$ cat src/rtl/uart_activity_leds.sv
// rtl/uart_activity_leds.sv - multi-channel line activity detector with stretched, optionally blinking LED outputs
// Each channel: 2-flop synchroniser plus history flop, idle-departure edge, tick-decremented stretch timer.
module uart_activity_leds #(
  parameter int CHANNELS       = 2,
  parameter int PRESCALE_WIDTH = 18,
  parameter int TIMEOUT_WIDTH  = 8,
  parameter int LED_TIMEOUT    = 25,
  parameter bit IDLE_LEVEL     = 1'b1,
  parameter bit LED_ACTIVE_LOW = 1'b1
) (
  input  logic                clk32m,
  input  logic                rst,
  input  logic [CHANNELS-1:0] line_in,
  input  logic [CHANNELS-1:0] blink_en,
  output logic [CHANNELS-1:0] led,
  output logic [CHANNELS-1:0] active,
  output logic                tick
);

  localparam logic [CHANNELS-1:0]      IDLE_VEC     = {CHANNELS{IDLE_LEVEL}};
  localparam logic [CHANNELS-1:0]      LED_POL      = {CHANNELS{LED_ACTIVE_LOW}};
  localparam logic [TIMEOUT_WIDTH-1:0] TIMEOUT_LOAD = TIMEOUT_WIDTH'(LED_TIMEOUT);

  generate
    if (LED_TIMEOUT < 0 || LED_TIMEOUT >= (2 ** TIMEOUT_WIDTH)) begin : g_bad_timeout
      $error("LED_TIMEOUT does not fit in TIMEOUT_WIDTH bits");
    end
  endgenerate

  logic [CHANNELS-1:0]       s1_q, s2_q, s3_q;
  logic [PRESCALE_WIDTH-1:0] pre_q, pre_d;
  logic                      phase_q, phase_d;
  logic [TIMEOUT_WIDTH-1:0]  timer_q [CHANNELS];
  logic [TIMEOUT_WIDTH-1:0]  timer_d [CHANNELS];
  logic [CHANNELS-1:0]       led_q, led_d;
  logic [CHANNELS-1:0]       act_edge;
  logic [CHANNELS-1:0]       lit;

  // Only a departure from idle counts; returning to idle or staying away never retriggers.
  assign act_edge = ~(s3_q ^ IDLE_VEC) & (s2_q ^ IDLE_VEC);

  always_comb begin
    pre_d   = pre_q + 1'b1;
    tick    = &pre_q;
    phase_d = phase_q ^ tick;
    active  = '0;
    lit     = '0;
    for (int i = 0; i < CHANNELS; i++) begin
      timer_d[i] = timer_q[i];
      active[i]  = |timer_q[i];
      lit[i]     = active[i] & (~blink_en[i] | phase_q);
      // Load beats decrement when an edge and a tick coincide.
      if (act_edge[i]) begin
        timer_d[i] = TIMEOUT_LOAD;
      end else if (tick && active[i]) begin
        timer_d[i] = timer_q[i] - 1'b1;
      end
    end
    led_d = lit ^ LED_POL;
  end

  always_ff @(posedge clk32m) begin
    if (rst) begin
      s1_q    <= IDLE_VEC;
      s2_q    <= IDLE_VEC;
      s3_q    <= IDLE_VEC;
      pre_q   <= '0;
      phase_q <= 1'b0;
      led_q   <= LED_POL;
      for (int i = 0; i < CHANNELS; i++) begin
        timer_q[i] <= '0;
      end
    end else begin
      s1_q    <= line_in;
      s2_q    <= s1_q;
      s3_q    <= s2_q;
      pre_q   <= pre_d;
      phase_q <= phase_d;
      led_q   <= led_d;
      for (int i = 0; i < CHANNELS; i++) begin
        timer_q[i] <= timer_d[i];
      end
    end
  end

  assign led = led_q;

endmodule

$ cat config.mk
export PLATFORM = sky130hd
export DESIGN_NAME = uart_activity_leds
export DESIGN_NICKNAME = d
export VERILOG_FILES = /design/src/rtl/uart_activity_leds.sv
export SDC_FILE = /design/constraint.sdc
export NUM_CORES = 1
export LEC_CHECK = 0
export CORE_UTILIZATION = 59
export CTS_CLUSTER_SIZE = 16
export DETAILED_ROUTE_END_ITERATION = 12
export GPL_TIMING_DRIVEN = 1
export PLACE_DENSITY = 0.76
export SYNTH_ARGS = -nofsm -noshare
export SYNTH_HDL_FRONTEND = slang
export SYNTH_SLANG_ARGS = --single-unit
$ cat constraint.sdc
create_clock -name clk32m -period 2.3 [get_ports clk32m]
set_input_delay 0.345 -clock clk32m [delete_from_list [all_inputs] [get_ports clk32m]]
set_output_delay 0.345 -clock clk32m [all_outputs]
set_load 0.03 [all_outputs]
==> impl_metrics.toml <==
[outcome]
status = "completed"

[die]
core_area_um2 = 3360
die_y_um = 61.4
row_count = 21
io_pins = 11
die_w_um = 61.4
initial_core_util_pct = 61.8
dieArea_um2 = 3760

[placement]
dp_slack_ns = 0.135
gp_congestion = 0.810
dpl.hpwl_um = 2770
io_buffers = 10

[clocking]
clkSinkCount = 43
path_clk_slew_ns = 0.13
cts_buffers = 5
cts_root_buf = "clkbuf_4"
cts_tree = "built"
htree_num_levels = 2
cts_max_path_buffers = 2
insertion_delay_ns = 0.37
cts_hold_buffers = 0

[synthesis]
synth_mux_area_share_pct = 3.91
synth_top_area_share_pct = 41.4
synth_compound_area_share_pct = 11.1
synth_simple_gate_area_share_pct = 33.8
synth_xor_area_share_pct = 3.79
ys.flop_type = "dfxtp_1"
yosysUniqueCellTypes = 44
yosys_warnings = 0
yosys.area.top_type = "dfxtp_1"
yosys.area_share.adder_pct = 2.41
ys_ff_latch = 43
synthCells = 242
synth_top_family_by_area = "simple AND/OR/NAND/NOR gates"
netlist_top_cells_area = "dfxtp_1 (41%), or3_1 (4.5%), nor2_1 (3.4%), mux2i_1 (3.4%), nand2_1 (3.1%)"
synth_area_um2 = 2080
synth_edf_count = 0
synthArstFlopShare_pct = 0
avgSynthCellArea_um2 = 8.59
syn_nets = 252
yosysSeqAreaShare_pct = 41.4

[routing]
drt_iter0_drc = 122
routedWlPerCell_um = 13.4
drc_errors = 0
ant_nets = 0
post_drt_via_cell_ratio = 5.75
wl_um = 4070
dr.pass1.iters = 4
dr_total_vias = 1747

[finish]
diodes = 0
fin_util_pct = 70.1
fin_nets = 267
layout-drive-gt1-share_pct = 13.6
area_growth_pct = 13.5

[sta]
timing.fmax_mhz = 463
layout_setup_ws_ns = 0.139
worst_slew_pin_slew_ns = 0.599
grt_setup_unrepaired = "false"
slew_viol_final = 0
skew_ns = 0.00346
timing_hold_violations_final = 0
min_period_ns = 2.16
holdWs_ns = 0.422
slew_headroom_pct = 60.0
period_share_pct = 93.9
tns_ns = 0
setup_violations = 0

[power_and_ir_drop]
power_frac_seq_pct = 51.9
p_int_w = 0.00115
p_leak_nw = 0.913
peakVddDrop_uv = 376
pwr-share-clk_pct = 40.0
cellPowerDensity_nw_per_um2 = 631
comb_power_share_pct = 8.1
switching_share_pct = 22.6
switchingPower_w = 0.000336

[grt]
antenna_found_initial = 0
overflow = 0
grt_start_max_net_pins = 25
track_usage_pct = 23.5
grt_first_pass_wirelength_um = 6470
grt_util_met1_pct = 29.2
grt_pass1_vias = 1506
top_usage_layer = "met2"
grt_use_met3_pct = 5.04
use_met2_pct = 40.1

[worst_hold_path]
min_path_type = "flip-flop to flip-flop"

[critical_path]
arrival_ns = 1.82
start_kind = "flip-flop"
worst_setup_path_end_kind = "output pin"
worstSetupPathType = "flip-flop to output pin"
worstPathMaxFanout = 4
required_ns = 1.96

[job]
drv_cap = 0
==> repair_timing <==
item                                    in CTS  in global routing
setup buffers                                1                  0
endpoints found under the setup margin       3                  1
resized for setup                            4                  2
pin swaps                                    1                  0
==> final timing paths <==
path / from / slack (ns) / cells after the start / endpoint
setup / recovery: timer_q[0][13]$_SDFFE_PP0P_ / 0.14 / 3 / active[1]
hold / removal: s1_q[1]$_SDFF_PP1_ / 0.42 / 1 / s2_q[1]$_SDFF_PP1_
setup reg to reg: timer_q[0][13]$_SDFFE_PP0P_ / 0.34 / 5 / timer_q[0][8]$_SDFFE_PP0P_
hold reg to reg: s1_q[1]$_SDFF_PP1_ / 0.42 / 1 / s2_q[1]$_SDFF_PP1_
==> synth_stat cells, types with 2 or more instances <==
library cell / count
a211oi_1: 6
a21oi_1: 12
a311oi_1: 2
and2_1: 2
and3_1: 2
and4_1: 4
buf_2: 3
clkbuf_1: 8
dfxtp_1: 43
ha_1: 4
inv_1: 7
mux2i_1: 7
nand2_1: 17
nand2b_1: 2
nand3_1: 10
nand3b_1: 2
nand4_1: 9
nor2_1: 19
nor2b_1: 4
nor3_1: 12
nor4_1: 7
o211ai_1: 2
o21ai_0: 8
or2_2: 7
or3_1: 15
or4_1: 3
xnor2_1: 5
xor2_1: 4
==> worst max-delay path, cell delays in order (launching register included) <==
cell	delay (ns)
dfxtp_1	0.35
or4_1	0.54
or3_1	0.37
buf_2	0.19
==> power by group through the flow <==
stage	Sequential (W)	Clock (W)	Combinational (W)
2_1_floorplan	0.000789	0	0.0000794
3_3_place_gp	0.000789	0	0.000122
3_5_place_dp	0.000790	0	0.000124
4_1_cts	0.000773	0.000604	0.000123
5_1_grt	0.000776	0.000631	0.000133
6_report	0.000773	0.000595	0.000121
==> layer usage <==
layer  vias up  wire (um)
li1        908          -
met3         8        127
met5         -          0
met4         0         63
met2        27       1920
met1       804       1960
==> layout make-up <==
type / instances / area [um2]
inverters: 7 / 26.3
well taps: 46 / 57.6
clock buffers: 5 / 37.5
multi-input cells: 180 / 1140
flip-flops and latches: 43 / 861
repair buffers: 20 / 166
fillers: 318 / 1000
clock inverters: 3 / 67.6
==> cell usage in the layout, fill, tap and decap left out, types with 2 or more instances in the layout <==
| cell type | synthesis | layout |
|---|---|---|
| xnor2_1 | 5 | 5 |
| bufinv_16 | 0 | 2 |
| nor3_1 | 12 | 12 |
| ha_1 | 4 | 4 |
| o21ai_0 | 8 | 8 |
| nand4_1 | 9 | 9 |
| or4_1 | 3 | 3 |
| a21oi_1 | 12 | 12 |
| mux2i_1 | 7 | 7 |
| or3_1 | 15 | 15 |
| or2_2 | 7 | 7 |
| a211oi_1 | 6 | 6 |
| and3_1 | 2 | 2 |
| o211ai_1 | 2 | 2 |
| and2_1 | 2 | 2 |
| inv_1 | 7 | 7 |
| and4_1 | 4 | 4 |
| nand3_1 | 10 | 10 |
| nand2_1 | 17 | 17 |
| clkbuf_4 | 0 | 5 |
| buf_4 | 0 | 11 |
| nand3b_1 | 2 | 2 |
| nor2b_1 | 4 | 4 |
| nand2b_1 | 2 | 2 |
| nor4_1 | 7 | 7 |
| a311oi_1 | 2 | 2 |
| nor2_1 | 19 | 19 |
| dfxtp_1 | 43 | 43 |
| clkdlybuf4s50_1 | 0 | 7 |
| xor2_1 | 4 | 4 |
==> stage by stage <==
step	std cells	total power, W	area (um2)
detailed placement	295	0.000914	2250
floorplan	242	0.000869	2080
global placement	295	0.000911	2250
finish	304	0.00149	2360
CTS	304	0.00150	2360
global route	304	0.00154	2360
==> kinds of logic after synthesis <==
group,after synthesis
mux,8
flops,43
fa+ha+maj,4
simple gates,123
buf+inv,19
compound gates,36
xor+xnor,9
==> flip-flops by register name, summed over array words and instances, names as in the netlist <==
register / flops
led: 2
s2_q: 2
s1_q: 2
s3_q: 2
timer_q: 16
pre_q: 18
phase_q: 1
(Power assumes the default switching activity.)
